### src/rtl/systolic_skew_feeder.sv
// Skews one column of A per cycle onto the systolic row inputs (row i delayed i extra cycles) and frames a K-column pass.
// Optional: define SKEW_FEED_UNDERFLOW_CNT_EN to add a 16-bit saturating underflow_cnt output.
module systolic_skew_feeder #(
  parameter int num_of_rows = 16,
  parameter int data_width  = 8,
  parameter int k_len       = 16
) (
  input  logic                                clk,
  input  logic                                rst,
  input  logic                                start,
  input  logic                                in_valid,
  output logic                                in_ready,
  input  logic [data_width*num_of_rows-1:0]   in_col_tot,
  output logic [data_width*num_of_rows-1:0]   out_left_tot,
  output logic                                busy,
  output logic                                done,
  output logic                                underflow,
`ifdef SKEW_FEED_UNDERFLOW_CNT_EN
  output logic [15:0]                         underflow_cnt,
`endif
  output logic [1:0]                          dbg_state
);

  localparam int KW = (k_len > 1) ? $clog2(k_len) : 1;
  localparam int DW = (num_of_rows > 1) ? $clog2(num_of_rows) : 1;
  localparam logic [KW-1:0] COL_LAST     = KW'(k_len - 1);
  localparam logic [DW-1:0] DRAIN_LAST   = DW'(num_of_rows - 1);
  localparam logic [DW-1:0] DRAIN_PENULT = DW'(num_of_rows - 2);

  typedef enum logic [1:0] {
    S_IDLE   = 2'd0,
    S_STREAM = 2'd1,
    S_DRAIN  = 2'd2
  } state_t;

  state_t          state_q;
  logic [KW-1:0]   col_cnt_q;
  logic [DW-1:0]   drain_cnt_q;
  logic            in_ready_q;
  logic            busy_q;
  logic            done_q;
  logic            underflow_q;
`ifdef SKEW_FEED_UNDERFLOW_CNT_EN
  logic [15:0]     uf_cnt_q;
`endif

  logic                                accept_d;
  logic [data_width*num_of_rows-1:0]   feed_d;

  // Handshake: a column moves on any edge where in_valid && in_ready; in_ready is
  // high for every STREAM cycle and the slot is consumed even when in_valid is low.
  always_comb begin
    accept_d = (state_q == S_STREAM) && in_valid;
    feed_d   = accept_d ? in_col_tot : '0;
  end

  always_ff @(posedge clk or negedge rst) begin
    if (!rst) begin
      state_q     <= S_IDLE;
      col_cnt_q   <= '0;
      drain_cnt_q <= '0;
      in_ready_q  <= 1'b0;
      busy_q      <= 1'b0;
      done_q      <= 1'b0;
      underflow_q <= 1'b0;
`ifdef SKEW_FEED_UNDERFLOW_CNT_EN
      uf_cnt_q    <= '0;
`endif
    end else begin
      case (state_q)
        S_IDLE: begin
          done_q <= 1'b0;
          if (start) begin
            state_q     <= S_STREAM;
            col_cnt_q   <= '0;
            underflow_q <= 1'b0;
            in_ready_q  <= 1'b1;
            busy_q      <= 1'b1;
`ifdef SKEW_FEED_UNDERFLOW_CNT_EN
            uf_cnt_q    <= '0;
`endif
          end
        end
        S_STREAM: begin
          if (!in_valid) begin
            underflow_q <= 1'b1;
`ifdef SKEW_FEED_UNDERFLOW_CNT_EN
            if (uf_cnt_q != 16'hFFFF) uf_cnt_q <= uf_cnt_q + 16'd1;
`endif
          end
          if (col_cnt_q == COL_LAST) begin
            state_q     <= S_DRAIN;
            drain_cnt_q <= '0;
            in_ready_q  <= 1'b0;
            done_q      <= (num_of_rows == 1);
          end else begin
            col_cnt_q <= col_cnt_q + 1'b1;
          end
        end
        S_DRAIN: begin
          // done is registered one cycle early so it lands on the last drain cycle.
          if (drain_cnt_q == DRAIN_LAST) begin
            state_q <= S_IDLE;
            busy_q  <= 1'b0;
            done_q  <= 1'b0;
          end else begin
            drain_cnt_q <= drain_cnt_q + 1'b1;
            done_q      <= (drain_cnt_q == DRAIN_PENULT);
          end
        end
        default: begin
          state_q    <= S_IDLE;
          in_ready_q <= 1'b0;
          busy_q     <= 1'b0;
          done_q     <= 1'b0;
        end
      endcase
    end
  end

  // Row r is a free-running shift line of depth r+1; the oldest element sits in the top slice.
  for (genvar r = 0; r < num_of_rows; r++) begin : g_row
    logic [(r+1)*data_width-1:0] line_q;
    if (r == 0) begin : g_first
      always_ff @(posedge clk or negedge rst) begin
        if (!rst) line_q <= '0;
        else      line_q <= feed_d[r*data_width +: data_width];
      end
    end else begin : g_rest
      always_ff @(posedge clk or negedge rst) begin
        if (!rst) line_q <= '0;
        else      line_q <= {line_q[r*data_width-1:0], feed_d[r*data_width +: data_width]};
      end
    end
    assign out_left_tot[r*data_width +: data_width] = line_q[(r+1)*data_width-1 -: data_width];
  end

  assign in_ready  = in_ready_q;
  assign busy      = busy_q;
  assign done      = done_q;
  assign underflow = underflow_q;
  assign dbg_state = state_q;
`ifdef SKEW_FEED_UNDERFLOW_CNT_EN
  assign underflow_cnt = uf_cnt_q;
`endif

endmodule

### config.mk
export PLATFORM = sky130hd
export DESIGN_NAME = systolic_skew_feeder
export DESIGN_NICKNAME = d
export VERILOG_FILES = /design/src/rtl/systolic_skew_feeder.sv
export SDC_FILE = /design/constraint.sdc
export NUM_CORES = 1
export LEC_CHECK = 0
export CORE_MARGIN = 1.5
export CORE_UTILIZATION = 60
export CTS_CLUSTER_SIZE = 40
export DETAILED_ROUTE_END_ITERATION = 10
export PLACE_DENSITY = 0.83
export SLEW_MARGIN = 20
export SYNTH_ARGS = -nofsm -noshare
export SYNTH_HDL_FRONTEND = slang
export SYNTH_SLANG_ARGS = --single-unit
### constraint.sdc
create_clock -name clk -period 3.3 [get_ports clk]
set_input_delay 0.33 -clock clk [delete_from_list [all_inputs] [get_ports clk]]
set_output_delay 0.33 -clock clk [all_outputs]
set_load 0.01 [all_outputs]
==> results_dict.tcl, run 1 <==
set metrics [dict create \
    num_io_pins 266 \
    critPathArrivalTime_ps 2050 \
    mostFrequentLayoutCells "dfrtp_1, clkdlybuf4s50_1, and3_1" \
    n_fill_cell 2581 \
    final_common_cell "dfrtp_1" \
    clk_pin_slew_ps 70 \
    powerDensity_nw_per_um2 841 \
    grt_pass1_vias 14100 \
    grt_pass1_wl_mm 83.2 \
    syn_inst 1442 \
    fmax_mhz 421 \
    cp_max_fo 22 \
    synth_edf_count 0 \
    cpPeakStageDelay_ps 740 \
    placed_cell_area_sq_um 32600 \
    port_buffers 265 \
    syn_to_final_growth_pct 20.7 \
    end_kind "output port" \
    synth_top_cell_by_area "dfrtp_1" \
    clockRootBuffer "clkbuf_16" \
    syn_nets 1577 \
    crit_path_start_kind "register" \
    synth_area_sq_um 29800 \
    finalCritPeriodShare_pct 72.0 \
    ant_nets 0 \
    hold_path.class "in -> reg" \
    synth_area_per_cell_sq_um 20.7 \
    synth_area_leaders "dfrtp_1, buf_4, and3_1" \
    first_iter_violations 673 \
    tritoncts "yes" \
    postCtsSetupRepairBufs 0 \
    clk-insertion-delay-late_ps 650 \
    vias 11700 \
    initial_core_util_pct 60.9 \
    setup_viol 0 \
    die_h_microns 226 \
    p_leak_nw 18.1 \
    synthArstFlopShare_pct 100 \
    vias_per_cell 4.80 \
    path_cells "clkdlybuf4s50_1" \
    hold_viol 0 \
    synth_seq_area_share_pct 92.5 \
    hpwl_mm 27.4 \
    cp_slowest_cell "dfrtp_1" \
    cts.path.max_buffers 3 \
    relSlewSlack_pct 31.7 \
    drtPass1Iterations 4 \
    fin_tns_setup_ps 0 \
    antenna_found_initial 6 \
    drive_above_1_share_pct 11.2 \
    worst_pin_slew_ps 1020 \
    drc 0 \
    netlist.area_leader.share_pct 92.5 \
    finalClockSkew_ps 30.4 \
    wl_mm 52.4 \
    place.gp.congestion 0.750 \
    die-area_sq_um 51000 \
    required_ps 2970 \
    ys_ff_latch 1102 \
    grt_max_degree 130 \
    die_w_microns 226 \
    overflow 0 \
    critPathTopFamily "flip-flops" \
    route.detailed.wl_per_inst_microns 21.5 \
    ys.flop_type "dfrtp_1" \
    run_status "completed" \
    rsz0062_at_grt "false" \
    htree_levels 3 \
    core_sq_um 49000 \
    synth_cell_types 32 \
    track_usage_pct 22.3 \
    fin_crit_ps 2380 \
    cts.sinks 1102 \
    cts_inserted_buffers 99 \
    vdd_drop_max_mv 0.569 \
    drv_slew 0 \
    design_area_sq_um 36000 \
    path_buf_inv 1 \
    layout.nets 1827 \
    criticalPathCategory "reg -> out" \
    rows 81 \
    yosys_warnings 0 \
    drv_cap 0 \
]
final timing paths:
kind	endpoint	start	slack [ps]	depth (start not counted)
hold reg to reg	g_row[9].line_q[41]	g_row[9].line_q[33]	330	0
setup reg to reg	g_row[14].line_q[4]	dbg_state[1]	1070	3
setup / recovery	dbg_state[1]	dbg_state[1]	920	1
max in group asynchronous	g_row[9].line_q[31]	rst	1880	4
min in group asynchronous	g_row[14].line_q[65]	rst	300	2
hold / removal	g_row[11].line_q[0]	in_col_tot[88]	270	2
stage by stage:
step           cells  total power, mW  setup WS [ps]  utilization [%]  hold WS, ps
2_1_floorplan   1442             17.5           2010                -         34.4
3_3_place_gp    2254             18.3           1250             66.6          331
3_5_place_dp    2254             18.7           1160             66.6          335
4_1_cts         2436             30.7            907             73.5          236
5_1_grt         2440             31.5            822             73.5          263
6_report        2440             30.3            924             73.5          274
registers in the layout (all words and copies together) (netlist names):
name	cells
done	1
g_row.line_q	1088
drain_cnt_q	4
dbg_state	2
col_cnt_q	4
busy	1
in_ready	1
underflow	1
power breakdown:
part | internal (mW) | switching (mW) | total [mW]
Combinational | 0.904 | 1.02 | 1.93
Clock | 6.83 | 4.88 | 11.7
Sequential | 15.7 | 0.912 | 16.6
Total | 23.5 | 6.81 | 30.3
cells by family (layout without fill, tap and decap cells):
kind of cell,count (synthesis),count (layout),share of synthesized area [%]
and+or+nand+nor,159,159,3.25
muxes,2,2,0.0671
AOI/OAI and AO/OA,22,22,0.474
other,0,4,0
buffers and inverters,154,484,3.61
adders and majority gates,3,3,0.126
DFF,1102,1102,92.5
Yosys cell counts, types with 2 or more instances:
master and instances:
a31oi_1 2, nand4b_1 2, clkbuf_1 16, nand2_1 7, nor2b_1 5, buf_2 4
inv_1 3, dfrtp_1 1102, ha_1 3, and3_1 129, nor2_1 5, o21ai_0 5
a21oi_1 6, buf_4 129, mux2i_1 2, nand3_1 4, o211ai_1 2, a311oi_1 2
layout make-up:
type	count	area (sq um)	area share, %
flip-flops and latches	1102	27600	76.6
repair buffers	300	3030	8.42
clock buffers	147	2950	8.20
multi-input cells	186	1170	3.25
well taps	664	831	2.31
clock inverters	34	417	1.16
inverters	3	11.3	0.0313
diodes	4	10.0	0.0278
layer usage:
metal | global-route usage, % | share of wire [%]
met5 | 0 | 0.042
met4 | 9.74 | 3.5
met3 | 5.54 | 5.2
met2 | 38.5 | 55
met1 | 26.9 | 37
timing repair:
action,in CTS,in global routing
endpoints found under the hold margin,61,0
gates resized for setup,0,0
hold buffers,1,0
Power figures use the tool's default switching activity.
==> inputs of run 2 (changes only) <==
--- a/config.mk
+++ b/config.mk
@@ -6,10 +6,10 @@
 export NUM_CORES = 1
 export LEC_CHECK = 0
 export CORE_MARGIN = 1.5
-export CORE_UTILIZATION = 60
+export CORE_UTILIZATION = 56
 export CTS_CLUSTER_SIZE = 40
 export DETAILED_ROUTE_END_ITERATION = 10
-export PLACE_DENSITY = 0.83
+export PLACE_DENSITY = 0.78
 export SLEW_MARGIN = 20
 export SYNTH_ARGS = -nofsm -noshare
 export SYNTH_HDL_FRONTEND = slang
==> constraint.sdc (replaced) <==
create_clock -name clk -period 2.46 [get_ports clk]
set_input_delay 0.246 -clock clk [delete_from_list [all_inputs] [get_ports clk]]
set_output_delay 0.246 -clock clk [all_outputs]
set_load 0.01 [all_outputs]
==> run 2 against run 1 <==
Against the previous run:
- clock power rose by 35%
- first-iteration DRC count is 16% lower
- hold slack lost 140 ps
- routed wire length is 2.1% lower
- setup slack got worse by 740 ps
- global-route usage is 2.2 points lower
- non-clock buffer count rose by 9
- combinational power increased by 39%
- cell area grew 0.71%
- die area is 7.0% higher
- clock-buffer cell count fell by 12
- critical path type unchanged
==> results_dict.tcl, run 2 (synthesized netlist as in run 1, its figures left out) <==
set metrics [dict create \
    clockRootBuffer "clkbuf_16" \
    die_h_microns 234 \
    path_depth 1 \
    design_area_sq_um 36300 \
    vias 11700 \
    port_buffers 265 \
    largest_reg_flops 1088 \
    grt_pass1_vias 13700 \
    core_sq_um 52600 \
    rrSetupSlack_ps 570 \
    required_ps 2210 \
    worst_r2r_endpoint "g_row[10].line_q[1]" \
    initial_core_util_pct 56.7 \
    reg_top3 "g_row.line_q: 1088 flops, col_cnt_q: 4 flops, drain_cnt_q: 4 flops" \
    finalClockSkew_ps 24.0 \
    hold_path.class "in -> async" \
    use_met2_pct 34.7 \
    first_iter_violations 564 \
    rsz0062_at_grt "false" \
    p_leak_nw 18.2 \
    top_register "g_row.line_q" \
    final_common_cell "dfrtp_1" \
    place.gp.congestion 0.783 \
    top_usage_layer "met2" \
    met1_usage_pct 24.3 \
    finalCritPeriodShare_pct 92.5 \
    layout.nets 1836 \
    grt_max_degree 83 \
    critPathCapture "dbg_state[1]" \
    ant_nets 0 \
    track_usage_pct 20.1 \
    drive_above_1_share_pct 12.1 \
    worst_pin_slew_ps 682 \
    vdd_drop_max_mv 0.754 \
    setup_viol 0 \
    n_fill_cell 3051 \
    path_cells "clkdlybuf4s50_1" \
    relSlewSlack_pct 54.6 \
    critPathArrivalTime_ps 2030 \
    cts_inserted_buffers 99 \
    htree_levels 3 \
    wl_mm 51.3 \
    clk-insertion-delay-late_ps 640 \
    fmax_mhz 440 \
    syn_to_final_growth_pct 21.6 \
    drv_slew 0 \
    critPathTopFamily "flip-flops" \
    hold_viol 0 \
    powerDensity_nw_per_um2 1130 \
    drc 0 \
    vias_per_cell 4.73 \
    crit_start "dbg_state[1]" \
    criticalPathCategory "reg -> out" \
    fin_crit_ps 2280 \
    hpwl_mm 27.6 \
    crit_path_start_kind "register" \
    mostFrequentLayoutCells "dfrtp_1, clkdlybuf4s50_1, and3_1" \
    rr_startpoint "dbg_state[1]" \
    rows 84 \
    end_kind "output port" \
    die_w_microns 234 \
    antenna_found_initial 8 \
    overflow 0 \
    run_status "completed" \
    cts.sinks 1102 \
    fin_tns_setup_ps 0 \
    placed_cell_area_sq_um 32800 \
    cp_slowest_cell "dfrtp_1" \
    drtPass1Iterations 4 \
    cts.path.max_buffers 3 \
    use_met3_pct 5.76 \
    clk_pin_slew_ps 70 \
    cp_max_fo 22 \
    drv_cap 0 \
    grt_pass1_wl_mm 80.8 \
    path_buf_inv 1 \
    postCtsSetupRepairBufs 0 \
    tritoncts "yes" \
    route.detailed.wl_per_inst_microns 20.8 \
    die-area_sq_um 54600 \
    cpPeakStageDelay_ps 740 \
    num_io_pins 266 \
    worstRegToRegCells 3 \
]
==> run 2: cell types whose count changed in the layout (fill, tap and decap cells not counted), sizes merged <==
cell,previous run,this run
diode,4,1
clkbuf,147,135
bufinv,8,11
clkinv,16,29
inv,9,6
buf,36,45
clkinvlp,4,5
==> run 2: layout make-up <==
class	count	area, sq um	share of cell area [%]
sequential	1102	27600	76.1
inverter	3	11.3	0.0311
clock inverter	48	577	1.59
antenna	1	2.50	0.00690
multi-input combinational	186	1170	3.23
tap	688	861	2.37
clock buffer	135	2860	7.88
timing repair buffer	309	3200	8.83
==> run 2: per-layer routing <==
layer  up-vias  wire, microns
li1       5004              -
met1      6285          19000
met2       299          27800
met3        98           3030
met4        12           1480
met5         -             83
==> run 2: worst register-to-register path, cell delays in order, from the launching register on <==
cell     delay (ps)
dfrtp_1         610
and2b_4         690
buf_4           320
and3_1          220
==> run 2: stage by stage <==
| step | util (%) | hold WS, ps | std cells | total power [mW] | setup slack [ps] |
|---|---|---|---|---|---|
| after floorplan | - | -49.6 | 1442 | 23.5 | 1170 |
| after global placement | 62.4 | 225 | 2287 | 24.7 | 735 |
| after detailed placement | 62.4 | 234 | 2287 | 25.2 | 622 |
| after CTS | 69.0 | 130 | 2471 | 41.4 | 161 |
| after global routing | 69.0 | 173 | 2471 | 42.6 | 113 |
| final | 69.0 | 132 | 2472 | 40.8 | 185 |
==> run 2: where the power goes <==
group | total [mW] | internal, mW | switching, mW
registers | 22.3 | 21.1 | 1.19
clock network | 15.8 | 9.33 | 6.52
logic | 2.69 | 1.31 | 1.38
total | 40.8 | 31.7 | 9.09
==> run 2: what timing repair did <==
item,in CTS,in global routing
hold buffers,1,0
hold endpoints to repair,46,0
resized for setup,0,0
==> run 2: worst min-delay path by stage <==
stage                     from  slack, ps              endpoint
after floorplan            rst        -50                  busy
after global placement     rst        230  g_row[10].line_q[82]
after detailed placement   rst        230  g_row[10].line_q[82]
after CTS                  rst        130  g_row[10].line_q[78]
after global routing       rst        170  g_row[10].line_q[78]
final                      rst        130  g_row[10].line_q[78]
==> inputs of run 3 (changes only) <==
--- a/config.mk
+++ b/config.mk
@@ -7,7 +7,7 @@
 export LEC_CHECK = 0
 export CORE_MARGIN = 1.5
 export CORE_UTILIZATION = 56
-export CTS_CLUSTER_SIZE = 40
+export CTS_CLUSTER_SIZE = 12
 export DETAILED_ROUTE_END_ITERATION = 10
 export PLACE_DENSITY = 0.78
 export SLEW_MARGIN = 20
==> run 3 against run 2 <==
Against the previous run:
- cell area decreased by 1.5%
- combinational power about the same
- critical path depth unchanged
- hold slack improved by 13 ps
- clock skew decreased by 4.1 ps
- maximum frequency about the same
- core utilization decreased by 1.0 points
- first-iteration DRC count decreased by 20%
- flip-flop and latch count unchanged
- via count decreased by 0.71%
- critical endpoint unchanged
==> results_dict.tcl, run 3 (synthesized netlist as in run 1, its figures left out) <==
set metrics [dict create \
    htree_levels 3 \
    largest_reg_flops 1088 \
    rsz0062_at_grt "false" \
    tritoncts "yes" \
    cts.path.max_buffers 3 \
    syn_to_final_growth_pct 19.8 \
    hold_path.class "in -> async" \
    placed_cell_area_sq_um 32800 \
    worst_pin_slew_ps 675 \
    clk_pin_slew_ps 60 \
    relSlewSlack_pct 55.0 \
    hold_viol 0 \
    cts.sinks 1102 \
    core_sq_um 52600 \
    required_ps 2210 \
    grt_pass1_wl_mm 79.6 \
    ant_nets 0 \
    path_buf_inv 1 \
    vdd_drop_max_mv 0.723 \
    rrSetupSlack_ps 570 \
    vias_per_cell 4.80 \
    top_register "g_row.line_q" \
    num_io_pins 266 \
    p_leak_nw 17.9 \
    clk-insertion-delay-late_ps 640 \
    grt_max_degree 83 \
    powerDensity_nw_per_um2 1090 \
    die-area_sq_um 54600 \
    rows 84 \
    reg_top3 "g_row.line_q: 1088 flops, col_cnt_q: 4 flops, drain_cnt_q: 4 flops" \
    antenna_found_initial 7 \
    crit_start "dbg_state[1]" \
    die_w_microns 234 \
    fmax_mhz 440 \
    die_h_microns 234 \
    cp_max_fo 22 \
    mostFrequentLayoutCells "dfrtp_1, clkdlybuf4s50_1, and3_1" \
    cts_inserted_buffers 104 \
    finalClockSkew_ps 19.8 \
    initial_core_util_pct 56.7 \
    drive_above_1_share_pct 9.60 \
    postCtsSetupRepairBufs 0 \
    path_cells "clkdlybuf4s50_1" \
    critPathArrivalTime_ps 2030 \
    track_usage_pct 19.7 \
    first_iter_violations 454 \
    grt_pass1_vias 13600 \
    wl_mm 50.1 \
    hpwl_mm 27.6 \
    setup_viol 0 \
    vias 11600 \
    cts.repair.resized 0 \
    design_area_sq_um 35700 \
    final_common_cell "dfrtp_1" \
    crit_path_start_kind "register" \
    n_fill_cell 3142 \
    drv_cap 0 \
    rr_startpoint "dbg_state[1]" \
    multi_input_area_sq_um 1170 \
    clockRootBuffer "clkbuf_16" \
    drtPass1Iterations 4 \
    place.gp.congestion 0.783 \
    fin_tns_setup_ps 0 \
    drc 0 \
    layout.nets 1841 \
    critPathTopFamily "flip-flops" \
    drv_slew 0 \
    port_buffers 265 \
    route.detailed.wl_per_inst_microns 20.7 \
    end_kind "output port" \
    fin_crit_ps 2270 \
    ff_latch_area_sq_um 27600 \
    run_status "completed" \
    overflow 0 \
    cp_slowest_cell "dfrtp_1" \
    finalCritPeriodShare_pct 92.4 \
    cpPeakStageDelay_ps 740 \
    criticalPathCategory "reg -> out" \
]
==> run 3: metal layers <==
metal	track usage, %	vias up	wire, microns
li1	-	4945	-
met1	23.9	6271	18500
met2	34.0	299	27300
met3	5.52	88	2900
met4	7.29	12	1320
met5	0	-	87
==> run 3: what timing repair did <==
item,4_1_cts,5_1_grt
hold buffers,1,0
endpoints found under the hold margin,44,0
setup endpoints to repair,0,0
==> run 3: worst paths after layout <==
kind | endpoint | cells past startpoint
max | dbg_state[1] | 1
min | g_row[10].line_q[85] | 2
max reg2reg | g_row[10].line_q[7] | 3
min reg2reg | g_row[7].line_q[14] | 0
max in group asynchronous | g_row[1].line_q[14] | 4
min in group clk | g_row[12].line_q[4] | 2
==> run 3: power by group <==
part           total [mW]  switching (mW)  internal [mW]
Clock                14.1            6.16           7.97
Combinational        2.69            1.38           1.31
Sequential           22.3            1.16           21.1
==> run 3: through the flow <==
step                setup WS, ps  hold WS (ps)  util (%)  total power, mW  instances
finish                       186           145      68.0             39.1       2419
global route                 127           163      68.0             40.8       2419
CTS                          172           142      68.0             39.7       2418
detailed placement           622           234      62.4             25.2       2287
global placement             735           225      62.4             24.7       2287
floorplan                   1170         -49.6         -             23.5       1442
==> run 3: final cells by class <==
class	count	share of cell area (%)
tap	688	2.41
multi-input combinational	186	3.28
sequential	1102	77.2
clock buffer	122	7.77
timing repair buffer	309	8.96
antenna	1	0.00701
clock inverter	8	0.354
inverter	3	0.0315
==> run 3: worst register-to-register path: stages (launching register included) <==
cell and delay [ps]:
dfrtp_1 610, and2b_4 690, buf_4 310, and3_1 220
